[src/rtl/writeback_stage.sv]
// Writeback stage: 2-entry result FIFO that drains register/vector/CC/PC writes to decode.
// Optional macro WB_BYPASS_EN lets a result skip the empty FIFO for zero queue latency.
module writeback_stage #(
  parameter int PC_WIDTH      = 16,
  parameter int OPCODE_WIDTH  = 8,
  parameter int REG_WIDTH     = 16,
  parameter int VREG_WIDTH    = 64,
  parameter int VREG_ID_WIDTH = 6
) (
  input  logic                     I_CLOCK,
  input  logic                     I_RESET_N,
  input  logic                     I_LOCK,
  output logic                     O_LOCK,
  input  logic                     I_MW_Valid,
  input  logic [PC_WIDTH-1:0]      I_PC,
  input  logic [OPCODE_WIDTH-1:0]  I_Opcode,
  input  logic [3:0]               I_DestRegIdx,
  input  logic [VREG_ID_WIDTH-1:0] I_DestVRegIdx,
  input  logic                     I_RegWrite,
  input  logic                     I_VRegWrite,
  input  logic                     I_CCWrite,
  input  logic [REG_WIDTH-1:0]     I_Data,
  input  logic [VREG_WIDTH-1:0]    I_VecData,
  input  logic                     I_BrTaken,
  input  logic [PC_WIDTH-1:0]      I_BrTarget,
  input  logic                     I_GPUStallSignal,
  output logic                     O_WBFull,
  output logic                     O_RegWEn,
  output logic [3:0]               O_WriteBackRegIdx,
  output logic [REG_WIDTH-1:0]     O_WriteBackData,
  output logic                     O_VRegWEn,
  output logic [VREG_ID_WIDTH-1:0] O_WriteBackVRegIdx,
  output logic [VREG_WIDTH-1:0]    O_VecDestValue,
  output logic                     O_CCWEn,
  output logic [2:0]               O_CCValue,
  output logic                     O_WriteBackPCEn,
  output logic [PC_WIDTH-1:0]      O_WriteBackPC,
  output logic [3:0]               O_PendDestRegIdx,
  output logic                     O_PendDestWrite,
  output logic [VREG_ID_WIDTH-1:0] O_PendDestVRegIdx,
  output logic                     O_PendDestVWrite,
  output logic                     O_PendCCWEn
);

  typedef struct packed {
    logic [3:0]               dreg;
    logic [VREG_ID_WIDTH-1:0] dvreg;
    logic                     regw;
    logic                     vregw;
    logic                     ccw;
    logic                     brtaken;
    logic [REG_WIDTH-1:0]     data;
    logic [VREG_WIDTH-1:0]    vdata;
    logic [PC_WIDTH-1:0]      brtarget;
  } wb_entry_t;

  wb_entry_t  fifo [2];
  wb_entry_t  in_entry;
  wb_entry_t  head;
  wb_entry_t  older;
  wb_entry_t  younger;
  wb_entry_t  src;
  logic       rd_ptr;
  logic       wr_ptr;
  logic [1:0] count;
  logic       deq;
  logic       enq;
  logic       byp;
  logic       load;
  logic       unused_inputs;

  // PC and opcode travel with the result but are not needed at writeback.
  assign unused_inputs = ^{I_PC, I_Opcode};

  function automatic logic [2:0] cc_of(input logic [REG_WIDTH-1:0] d);
    if (d == '0)               return 3'b010;
    else if (d[REG_WIDTH-1])   return 3'b100;
    else                       return 3'b001;
  endfunction

  always_comb begin
    in_entry          = '0;
    in_entry.dreg     = I_DestRegIdx;
    in_entry.dvreg    = I_DestVRegIdx;
    in_entry.regw     = I_RegWrite;
    in_entry.vregw    = I_VRegWrite;
    in_entry.ccw      = I_CCWrite;
    in_entry.brtaken  = I_BrTaken;
    in_entry.data     = I_Data;
    in_entry.vdata    = I_VecData;
    in_entry.brtarget = I_BrTarget;
  end

`ifdef WB_BYPASS_EN
  assign byp = I_LOCK & I_MW_Valid & (count == 2'd0) & ~I_GPUStallSignal;
`else
  assign byp = 1'b0;
`endif

  assign head    = fifo[rd_ptr];
  assign older   = fifo[rd_ptr];
  assign younger = fifo[~wr_ptr];
  assign deq     = I_LOCK & (count != 2'd0) & ~I_GPUStallSignal;
  // A full FIFO still accepts when the head leaves on the same edge.
  assign enq     = I_LOCK & I_MW_Valid & ~byp & ((count != 2'd2) | deq);
  assign load    = deq | byp;
  assign src     = byp ? in_entry : head;
  assign O_WBFull = (count == 2'd2);

  always_ff @(posedge I_CLOCK) begin
    if (!I_RESET_N) begin
      count  <= '0;
      rd_ptr <= 1'b0;
      wr_ptr <= 1'b0;
    end else begin
      if (enq) wr_ptr <= ~wr_ptr;
      if (deq) rd_ptr <= ~rd_ptr;
      case ({enq, deq})
        2'b10:   count <= count + 2'd1;
        2'b01:   count <= count - 2'd1;
        default: count <= count;
      endcase
    end
  end

  always_ff @(posedge I_CLOCK) begin
    if (I_RESET_N && enq) fifo[wr_ptr] <= in_entry;
  end

  always_ff @(posedge I_CLOCK) begin
    if (!I_RESET_N) begin
      O_LOCK             <= 1'b0;
      O_RegWEn           <= 1'b0;
      O_VRegWEn          <= 1'b0;
      O_CCWEn            <= 1'b0;
      O_WriteBackPCEn    <= 1'b0;
      O_WriteBackRegIdx  <= '0;
      O_WriteBackData    <= '0;
      O_WriteBackVRegIdx <= '0;
      O_VecDestValue     <= '0;
      O_CCValue          <= '0;
      O_WriteBackPC      <= '0;
    end else begin
      O_LOCK          <= I_LOCK;
      O_RegWEn        <= load & src.regw;
      O_VRegWEn       <= load & src.vregw;
      O_CCWEn         <= load & src.ccw;
      O_WriteBackPCEn <= load & src.brtaken;
      if (load) begin
        O_WriteBackRegIdx  <= src.dreg;
        O_WriteBackData    <= src.data;
        O_WriteBackVRegIdx <= src.dvreg;
        O_VecDestValue     <= src.vdata;
        O_CCValue          <= cc_of(src.data);
        O_WriteBackPC      <= src.brtarget;
      end
    end
  end

  // Oldest first so the youngest scalar/vector writer's index wins.
  always_comb begin
    O_PendDestWrite   = O_RegWEn;
    O_PendDestRegIdx  = O_RegWEn ? O_WriteBackRegIdx : 4'd0;
    O_PendDestVWrite  = O_VRegWEn;
    O_PendDestVRegIdx = O_VRegWEn ? O_WriteBackVRegIdx : '0;
    O_PendCCWEn       = O_CCWEn;
    if (count != 2'd0) begin
      if (older.regw) begin
        O_PendDestWrite  = 1'b1;
        O_PendDestRegIdx = older.dreg;
      end
      if (older.vregw) begin
        O_PendDestVWrite  = 1'b1;
        O_PendDestVRegIdx = older.dvreg;
      end
      if (younger.regw) begin
        O_PendDestWrite  = 1'b1;
        O_PendDestRegIdx = younger.dreg;
      end
      if (younger.vregw) begin
        O_PendDestVWrite  = 1'b1;
        O_PendDestVRegIdx = younger.dvreg;
      end
      O_PendCCWEn = O_PendCCWEn | older.ccw | younger.ccw;
    end
  end

endmodule
[config.mk]
export PLATFORM = sky130hd
export DESIGN_NAME = writeback_stage
export DESIGN_NICKNAME = d
export VERILOG_FILES = /design/src/rtl/writeback_stage.sv
export SDC_FILE = /design/constraint.sdc
export NUM_CORES = 1
export LEC_CHECK = 0
export BUFFER_PORTS_ARGS = -buffer_cell sky130_fd_sc_hd__buf_2
export CAP_MARGIN = 10
export CORE_ASPECT_RATIO = 0.9
export CORE_MARGIN = 1.5
export CORE_UTILIZATION = 54
export CTS_CLUSTER_SIZE = 10
export DETAILED_ROUTE_END_ITERATION = 8
export PLACE_DENSITY = 0.79
export SLEW_MARGIN = 25
export SYNTH_ARGS = -nofsm -noshare
export SYNTH_HDL_FRONTEND = slang
export SYNTH_SLANG_ARGS = --single-unit
[constraint.sdc]
create_clock -name I_CLOCK -period 5.3 [get_ports I_CLOCK]
set_input_delay 0.265 -clock I_CLOCK [delete_from_list [all_inputs] [get_ports I_CLOCK]]
set_output_delay 0.265 -clock I_CLOCK [all_outputs]
set_load 0.03 [all_outputs]
==> results.sh <==
export IMPL_outcome="complete, no violations"
export IMPL_dieArea_um2=24520
export IMPL_regArea_um2=8992
export IMPL_clock_skew_ps=15.85
export IMPL_dr_pass1_iters=5
export IMPL_post_cts_buffers=0
export IMPL_worstSetupPathType="reg -> out"
export IMPL_fin_crit_ps=3044
export IMPL_fp_coreArea_um2=23280
export IMPL_report_final_slew_viol_count=0
export IMPL_netlist_instances=813
export IMPL_required_ps=5040
export IMPL_cts_root_buf="clkbuf_16"
export IMPL_tns_ps=0
export IMPL_p_leak_nw=5.832
export IMPL_overflow=0
export IMPL_min_delay_start="I_LOCK"
export IMPL_utilization_pct=70.01
export IMPL_dr_first_iter_drc_count=591
export IMPL_grt_util_all_layers_pct=23.30
export IMPL_final_common_cell="buf_2"
export IMPL_cp_max_fo=34
export IMPL_r2r_start="count[0]"
export IMPL_vias_per_cell=5.427
export IMPL_cts_max_path_buffers=3
export IMPL_rows=53
export IMPL_dpl_hpwl_um=16520
export IMPL_cp_arrival_ps=2780
export IMPL_max_slew_margin_pct=35.07
export IMPL_n_fill_cell=1539
export IMPL_grt_use_met3_pct=6.748
export IMPL_ant_nets=0
export IMPL_met1_usage_pct=28.97
export IMPL_numCtsBuffers=39
export IMPL_setup_viol=0
export IMPL_grt_pass1_wl_um=43810
export IMPL_p_per_area_nw_per_um2=351.6
export IMPL_syn_num_nets=952
export IMPL_period_share_pct=57.43
export IMPL_synth_cell_types=36
export IMPL_vias=8119
export IMPL_r2r_end="O_VecDestValue[2]"
export IMPL_rr_worst_depth=5
export IMPL_final_cell_mix="buf_2 (242), edfxtp_1 (220), dfxtp_1 (118)"
export IMPL_peakVddDrop_v=0.0003271
export IMPL_grt_max_degree=77
export IMPL_multi_input_area_um2=3418
export IMPL_synth_ff_latch_count=339
export IMPL_wire_per_inst_um=19.23
export IMPL_timing_max_cap_violations=0
export IMPL_clkSinkCount=339
export IMPL_clk_latency_ps=510
export IMPL_syn_cell_area_um2=12740
export IMPL_cts_tree="built"
export IMPL_hold_violations=0
export IMPL_startpoint_type="register"
export IMPL_cts_htree_levels=2
export IMPL_area_growth_synth_to_final_pct=27.95
export IMPL_clk_pin_slew_ps=60
export IMPL_fmax_mhz=328.5
export IMPL_synth_yosys_seq_area_share_pct=70.58
export IMPL_critical_path_slowest_cell="dfxtp_4"
export IMPL_place_congestion=0.7492
export IMPL_r2r_slack_ps=2750
export IMPL_grt_pass1_vias=8185
export IMPL_final_cells=1496
export IMPL_dp_cells=1316
export IMPL_hp_class="in -> reg"
export IMPL_drc=0
export IMPL_worst_pin_slew_ps=974.0
export IMPL_syn_area_per_cell_um2=15.67
export IMPL_rsz0062_at_grt="no"
export IMPL_endpoint="O_PendDestVRegIdx[4]"
export IMPL_dieWidth_um=164.9
export IMPL_portBuffers=242
export IMPL_drt_wl_total_um=28770
export IMPL_drive_gt1_share_pct=34.12
export IMPL_gr_max_usage_layer="met2"
export IMPL_die_h_um=148.7
export IMPL_cpPeakStageDelay_ps=730
export IMPL_layout_nets=1304
export IMPL_endpoint_kind="primary output"
export IMPL_antenna_found_initial=1
export IMPL_num_io_pins=267
export IMPL_grt_use_met2_pct=39.16
export IMPL_initial_utilization_pct=54.72
export IMPL_yosysWarnings=0
export IMPL_path_cells="nor2_1 -> o21ai_0 -> o22ai_1 -> a22oi_1 -> buf_2"
-- worst min-delay path by stage --
stage,endpoint,slack [ps],cells past startpoint
after floorplan,fifo[0][0],360,0
after global placement,fifo[0][83],450,1
after detailed placement,fifo[0][20],460,1
after CTS,count[0],20,2
after global routing,count[0],40,2
final,count[0],50,2
-- critical path, delay by kind of cell, from the launching register on --
kind            cells  cell delay (ps)
buf+inv             1              240
flops               1              730
compound gates      3             1170
simple gates        1              130
-- metrics by stage --
| stage | power (W) | cell area, um2 | setup slack, ps | hold WS [ps] |
|---|---|---|---|---|
| final | 0.005729 | 16300 | 2256 | 53.78 |
| after global routing | 0.005921 | 16300 | 2125 | 38.84 |
| after CTS | 0.005763 | 16290 | 2236 | 22.12 |
| after detailed placement | 0.003364 | 14100 | 2765 | 456.0 |
| after global placement | 0.003350 | 14100 | 2792 | 452.9 |
| after floorplan | 0.003232 | 12740 | 1359 | 363.9 |
-- cells by family after synthesis --
kind of cell | count (synthesis) | synth area share (%)
muxes | 112 | 8.822
AOI/OAI and AO/OA | 147 | 12.51
xor gates and xnor gates | 3 | 0.2063
DFF | 339 | 70.58
and+or+nand+nor | 157 | 5.197
buffers and inverters | 55 | 2.692
-- power by group --
group	leakage [nW]	switching, W	internal (W)
Clock	0.519	0.000970	0.00138
Combinational	2.35	0.000278	0.000182
Sequential	2.96	0.0000351	0.00289
Total	5.83	0.00128	0.00445
-- metal layers --
layer / routed length, um / share of wire [%] / vias to the layer above
li1: - / - / 3788
met1: 11600 / 40 / 3977
met2: 14160 / 49 / 296
met3: 2279 / 7.9 / 58
met4: 728 / 2.5 / 0
met5: 0 / 0 / -
-- cells in the mapped netlist --
| cell type | number | area, um2 |
|---|---|---|
| o211ai_1 | 2 | 15.01 |
| nor2b_1 | 3 | 18.77 |
| a21oi_1 | 5 | 25.02 |
| or3b_2 | 1 | 8.760 |
| and3_1 | 2 | 12.51 |
| a211oi_2 | 105 | 1314 |
| clkbuf_1 | 15 | 56.30 |
| dfxtp_1 | 119 | 2382 |
| o211a_1 | 2 | 20.02 |
| o21bai_1 | 1 | 7.510 |
| o311ai_1 | 1 | 8.760 |
| nor2_1 | 116 | 435.4 |
| and3b_1 | 1 | 8.760 |
| o22ai_1 | 10 | 62.56 |
| nand4_1 | 4 | 25.02 |
| xnor2_1 | 3 | 26.28 |
| o21ai_0 | 6 | 30.03 |
| edfxtp_1 | 220 | 6606 |
| or2_4 | 1 | 8.760 |
| inv_1 | 3 | 11.26 |
| buf_4 | 1 | 7.510 |
| o21ai_1 | 1 | 5.000 |
| nand3_1 | 1 | 5.000 |
| a311oi_1 | 1 | 8.760 |
| a22oi_1 | 10 | 75.07 |
| nand2_1 | 14 | 52.55 |
| buf_6 | 14 | 157.7 |
| and2_1 | 2 | 12.51 |
| mux2i_1 | 110 | 1101 |
| a21o_1 | 2 | 15.01 |
| nor4_1 | 8 | 50.05 |
| buf_2 | 22 | 110.1 |
| nor3_1 | 1 | 5.000 |
| mux2_2 | 2 | 22.52 |
| nand2b_1 | 3 | 18.77 |
| a31oi_1 | 1 | 6.260 |
-- layout make-up --
class	count	share of cell area [%]
sequential	339	55.18
timing repair buffer	363	14.70
tap	302	2.319
antenna	1	0.01536
inverter	3	0.09982
multi-input combinational	419	20.98
clock inverter	1	0.05375
clock buffer	68	6.657
-- flip-flops by register name, indices dropped and copies added, names as in the netlist, named ones only --
signal              count
count                   2
fifo                  220
O_WriteBackData        16
O_WriteBackPC          16
wr_ptr                  1
O_LOCK                  1
O_VRegWEn               1
O_VecDestValue         64
O_WriteBackPCEn         1
O_WriteBackVRegIdx      6
O_WriteBackRegIdx       4
O_CCWEn                 1
rd_ptr                  1
O_CCValue               3
O_RegWEn                1
-- what timing repair did --
action,in CTS,in global routing
hold endpoints to repair,220,0
hold buffers,110,0
setup endpoints to repair,0,0
resized for setup,0,0
Power figures use the tool's default switching activity.
